## src/rtl/moore_pattern_detector.sv

```systemverilog
`default_nettype none
// ============================================================================
// Module      : moore_pattern_detector
// Description : Moore serial pattern detector with runtime pattern, overlap
//               mode, sample enable, arm/disarm and saturating hit counter.
// Revision    : 1.0 - initial release
// ============================================================================
module moore_pattern_detector #(
   parameter int PAT_LEN = 4,
   parameter int CNT_W   = 8
) (
   input  logic               clk,
   input  logic               rst,
   input  logic               en,
   input  logic               din,
   input  logic               load,
   input  logic               stop,
   input  logic               overlap,
   input  logic [PAT_LEN-1:0] pattern,
   output logic               qout,
   output logic [1:0]         state,
   output logic [CNT_W-1:0]   hit_cnt
);

   localparam int c_fill_w = $clog2(PAT_LEN + 1);
   localparam logic [c_fill_w-1:0] c_full = c_fill_w'(PAT_LEN);
   localparam logic [c_fill_w-1:0] c_one  = c_fill_w'(1);

   typedef enum logic [1:0] {
      S_IDLE  = 2'b00,
      S_FILL  = 2'b01,
      S_RUN   = 2'b10,
      S_MATCH = 2'b11
   } state_t;

   state_t               r_state;
   logic                 r_qout;
   logic [CNT_W-1:0]     r_cnt;
   logic [PAT_LEN-1:0]   r_win;
   logic [PAT_LEN-1:0]   r_pat;
   logic [c_fill_w-1:0]  r_fill;

   state_t               w_nxt_state;
   logic [PAT_LEN-1:0]   w_nxt_win;
   logic [c_fill_w-1:0]  w_nxt_fill;
   logic [PAT_LEN-1:0]   w_shift;
   logic [c_fill_w-1:0]  w_fill_inc;
   logic                 w_hit;
   logic                 w_sample;

   assign w_shift    = {r_win[PAT_LEN-2:0], din};
   assign w_fill_inc = r_fill + 1'b1;
   assign w_hit      = (w_shift == r_pat);
   assign w_sample   = en && (r_state != S_IDLE);

   always_comb begin
      w_nxt_state = r_state;
      w_nxt_win   = r_win;
      w_nxt_fill  = r_fill;
      if (w_sample) begin
         case (r_state)
            S_FILL: begin
               w_nxt_win  = w_shift;
               w_nxt_fill = w_fill_inc;
               if (w_fill_inc == c_full)
                  w_nxt_state = w_hit ? S_MATCH : S_RUN;
               else
                  w_nxt_state = S_FILL;
            end
            S_RUN: begin
               w_nxt_win   = w_shift;
               w_nxt_state = w_hit ? S_MATCH : S_RUN;
            end
            S_MATCH: begin
               if (overlap) begin
                  w_nxt_win   = w_shift;
                  w_nxt_state = w_hit ? S_MATCH : S_RUN;
               end else begin
                  // Non-overlap: the bit sampled here opens the next window
                  w_nxt_win   = {{(PAT_LEN-1){1'b0}}, din};
                  w_nxt_fill  = c_one;
                  w_nxt_state = S_FILL;
               end
            end
            default: w_nxt_state = S_IDLE;
         endcase
      end
   end

   always_ff @(posedge clk or posedge rst) begin
      if (rst) begin
         r_state <= S_IDLE;
         r_qout  <= 1'b0;
         r_cnt   <= '0;
         r_win   <= '0;
         r_fill  <= '0;
         r_pat   <= '0;
      end else if (stop) begin
         r_state <= S_IDLE;
         r_qout  <= 1'b0;
         r_win   <= '0;
         r_fill  <= '0;
      end else if (load) begin
         r_pat   <= pattern;
         r_state <= S_FILL;
         r_qout  <= 1'b0;
         r_cnt   <= '0;
         r_win   <= '0;
         r_fill  <= '0;
      end else if (w_sample) begin
         r_state <= w_nxt_state;
         r_qout  <= (w_nxt_state == S_MATCH);
         r_win   <= w_nxt_win;
         r_fill  <= w_nxt_fill;
         if ((w_nxt_state == S_MATCH) && (r_cnt != {CNT_W{1'b1}}))
            r_cnt <= r_cnt + 1'b1;
      end
   end

   assign qout    = r_qout;
   assign state   = r_state;
   assign hit_cnt = r_cnt;

endmodule
`default_nettype wire

```

## config.mk

```make
export PLATFORM = sky130hd
export DESIGN_NAME = moore_pattern_detector
export DESIGN_NICKNAME = d
export VERILOG_FILES = /design/src/rtl/moore_pattern_detector.sv
export SDC_FILE = /design/constraint.sdc
export NUM_CORES = 1
export LEC_CHECK = 0
export ABC_AREA = 1
export CORE_ASPECT_RATIO = 0.75
export CORE_MARGIN = 4
export CORE_UTILIZATION = 45
export DETAILED_ROUTE_END_ITERATION = 8
export PLACE_DENSITY = 0.74
export SKIP_CTS_REPAIR_TIMING = 1
export SLEW_MARGIN = 10
export SYNTH_ARGS = -nofsm -noshare
export SYNTH_HDL_FRONTEND = slang
export SYNTH_SLANG_ARGS = --single-unit
```

## constraint.sdc

```tcl
create_clock -name clk -period 4.3 [get_ports clk]
set_clock_uncertainty 0.2 [all_clocks]
set_input_delay 1.075 -clock clk [delete_from_list [all_inputs] [get_ports clk]]
set_output_delay 1.075 -clock clk [all_outputs]
set_load 0.05 [all_outputs]
```

Word level (Yosys, flattened, before mapping) --
Index checks and enable logic that the tools add are counted.
Cells by class: add/subtract/negate cells 2, equal/unequal tests 8, muxes and demuxes 24, bitwise operators 1, reductions and logical operators 13
Operator list (number):
- 2-to-1 mux 3 bit | 8
- 2-to-1 mux 8 bit | 3
- 2-to-1 mux 2 bit | 6
- one-hot mux 3 bit (2 select lines) | 2
- adder 8 x 1 -> 8 bit (second input constant) | 1
- inequality test 8 bit (second input constant) | 1
- nonzero test 4 bit | 2
- equality test 2 bit (second input constant) | 3
- one-hot mux 2 bit (3 select lines) | 1
- AND reduction 3 bit | 2
- nonzero test 2 bit | 3
- equality test 4 bit | 1
- 2-to-1 mux 1 bit | 4
- inequality test 4 bit (second input constant) | 1
- AND reduction 2 bit | 2
- adder 3 x 1 -> 3 bit (second input constant) | 1
- equality test 3 bit (second input constant) | 1
- nonzero test 3 bit | 1
- equality test 2 x 1 -> 1 bit (second input constant) | 1
- logical AND 1 bit | 2
- OR reduction 2 bit | 1
- inverter 1 bit | 1
Word-level totals: register bits after elaboration 21, input port bits 11, output and inout bits 11

Logic depth before layout (Yosys ltp) --
word-level depth 10, mapped depth 12, depth with buffers taken out 12

Worst setup path before layout --
No wires, ideal clock.
path type input to register, start in en, end reg r_cnt[2], in the netlist hit_cnt[2], data arrival time 1928 ps, required time 4033 ps, slack 2105 ps, cell stages on the path 10, buffers on the path 0, path through inv_1 nor2_4 inv_1 nor2_1 nand2_1 nor2_2 nand3_4 nand2_4 nand2_1 nand2_1
On the way: cells in the longest elaborated chain, start to end 6, elaborated cells between the ends (all ways) 7
Ends and longest elaborated chain:
- start, declared | RTL line 14 | input logic en,
- logical AND 1 bit * | RTL line 54 | assign w_sample = en && (r_state != S_IDLE);
- 2-to-1 mux 2 bit | RTL line 60 | if (w_sample) begin
- equality test 2 bit | RTL line 115 | if ((w_nxt_state == S_MATCH) && (r_cnt != {CNT_W{1'b1}}))
- logical AND 1 bit | RTL line 115
- nonzero test 2 bit (no line)
- AND reduction 3 bit (no line) *
- end signal, assigned | RTL line 116 | r_cnt <= r_cnt + 1'b1;
- end, declared | RTL line 38 | logic [CNT_W-1:0] r_cnt;
Every way passes the cells marked *; elsewhere a longest branch is shown, timed or not. A chain may end at the register's enable or synchronous reset.

Worst setup path after layout --
start reg r_cnt[3], in the netlist hit_cnt[3], end out hit_cnt[3]
RTL lines:
- end, declared | RTL line 22 | output logic [CNT_W-1:0] hit_cnt
No word-level cell between the ends.

==> metrics <==
RSZ-0062 raised after global routing=no; CTS Buffer Depth=2; post-synth top area share=roughly two fifths; required time worst endpoint=~3.0 ns; main combinational cell family by area after synthesis=simple AND/OR/NAND/NOR gates; Power per Cell Area=between 200 and 300 nW/um^2; post-synthesis compound-gate area fraction=under 10%; # nets final=222; Final Cycle Share=between 60% and 70%; # diodes=0; DRT antenna net count=0; post-DP HPWL=2250 um; Worst-Margin Slew=slightly below 0.8 ns; area grow syn2layout=20.4%; P_leak=~0.00082 uW; post-synthesis cell type count=26; clk root buf=clkbuf_8; CP arrival=roughly 1.6 ns; Post-Synth Adder-Cell Area=roughly 6.5%; Buf/Inv on CP=1; layout cells sized above 1=between 7 and 8%; maximum clock rate=between 300 and 400 MHz; min Tclk post-route=~2.8 ns; Reg area=526 sq um; Max-Cap Viols=0; Simple-Gate Fraction of Synth Area=between 30% and 40%; Via density=~5.0; largest net degree at the start of global routing=22; final setup TNS=0 ns; CP Max Fanout=5; area of the die=a little under 4000 sq um; clock sinks=21; CP delay by family, top=buffers and inverters; Final Power=about 450 uW; largest cells by area after synthesis=dfrtp_1, nand2_1, inv_1, ha_1, nor2_1; GR Util All Layers=between 10% and 20%; vias in the first global route=~1,200; CTS Buf Count=3; CP Capture Type=output port; Peak VDD IR=about 180 uV; setup ws final=about 1.5 ns; most frequent cells after synthesis=nand2_1, inv_1, nor2_1; via count=approximately 1,200; # rows=16; Post-route DRC=0; Synth area leader=dfrtp_1; CP cell instances=clkdlybuf4s50_1; clk_lat worst skew=0.26 ns; remaining global-route overflow=0; boundary pin count=22; Slowest Stage Delay on Critical Path=0.84 ns; CTS tree=built; post-synthesis mux area share=0%; starting density of the core=49.1%; fin util=between 50% and 60%; multi-input logic area=~680 sq um; Die Height=approximately 55 um; initial antenna violation count=0; Ys Warns=0; drt pass-1 iters=4; Fin. Hold Viols=0; syn_area_per_cell=between 7 and 8 sq um; GPL Wtd Cong=about 0.94; startpoint types=flip-flop; count leader, synth=nand2_1; DRT Wirelength=~2800 um; first-pass GRT wire length=between 5000 and 6000 um; Pins Over Slew Limit=0; core area=2740 sq um; synthesized cell area=about 1300 sq um; Post-synth EDFFs=0; Synth Flop Type=dfrtp_1; Yosys reg bits=21; Slew HR=~47%; Layout fillers=between 200 and 250; die width=about 71 um; worst hold-check path type=flip-flop to flip-flop; sequential area share after synthesis=39.0%; DRT iter0 DRCs=57; Buffers on Ports=21; XOR/XNOR Fraction of Synth Area=under 10%; ys async rst share=100%; H-tree levels=1; status=finished, final reports clean; DP Worst Slack=1.30 ns; Post-Synthesis Cells=180; post-detailed-route wirelength per cell=~12 um; critical path's slowest cell=clkdlybuf4s50_1; Reg clk slew, reported paths=0.07 ns; syn_nets=about 200; Final setup viols=0; Crit Path Category=flip-flop to output port
[logic make-up (layout without fill, tap and decap cells)]
kind of cell | count (synthesis) | in the layout
adders and majority gates | 7 | 7
xor gates and xnor gates | 4 | 4
and+or+nand+nor | 100 | 100
DFF | 21 | 21
AOI/OAI and AO/OA | 16 | 16
buffers and inverters | 32 | 55
[cell type report]
class,instances,area share (%)
Clock buffer,4,2.78
Tap cell,36,2.78
Timing Repair Buffer,21,13.0
Sequential cell,21,32.4
Multi-Input combinational cell,127,42.2
Inverter,30,6.94
[power by group]
group	switching, uW	total, uW	leakage, uW	internal, uW
registers	11.3	220	0.000276	209
logic	66.4	103	0.000519	36.8
clock network	64.4	131	0.0000228	66.1
total	142	454	0.000817	312
[path summary, 6_finish.rpt]
path,from,to,slack (ns),cells past startpoint
setup reg to reg,state[0],hit_cnt[0],2.32,11
min in group asynchronous,rst,r_pat[3],1.06,2
max in group asynchronous,rst,r_fill[1],2.35,2
hold / removal,r_win[1],r_win[1],0.32,2
hold reg to reg,r_win[1],r_win[1],0.32,2
setup / recovery,hit_cnt[3],hit_cnt[3],1.47,1
[layout by cell type (no fill, tap or decap), types with 3 or more instances in the layout]
master,n
nand4_1,3
nor2_1,22
xor2_1,3
nor2_2,3
nand2_2,3
nor3_1,3
clkdlybuf4s50_1,21
nand2_1,47
a21oi_1,8
inv_1,29
dfrtp_1,21
nand3_1,13
clkbuf_8,3
o31ai_1,3
o21ai_0,3
ha_1,7
[registers in the layout, summed over array words and instances, names as in the netlist]
signal / cells
hit_cnt: 8
r_pat: 4
r_fill: 3
r_win: 3
state: 2
qout: 1
[per-layer routing]
| metal | vias up | track usage, % | part of all wire [%] |
|---|---|---|---|
| met5 | - | 0 | 0 |
| met4 | 0 | 2.95 | 0.28 |
| met3 | 2 | 5.62 | 5.9 |
| met2 | 23 | 23.8 | 44 |
| met1 | 556 | 22.0 | 50 |
| li1 | 606 | - | - |
[metrics by stage]
| stage | instance area (sq um) | cells | hold slack [ns] |
|---|---|---|---|
| final | 1620 | 239 | 0.319 |
| after global routing | 1620 | 239 | 0.339 |
| after CTS | 1620 | 239 | 0.319 |
| after detailed placement | 1580 | 235 | 0.300 |
| after global placement | 1580 | 235 | 0.291 |
| after floorplan | 1350 | 180 | 0.271 |
No activity file was read; power rests on OpenSTA's default activity.
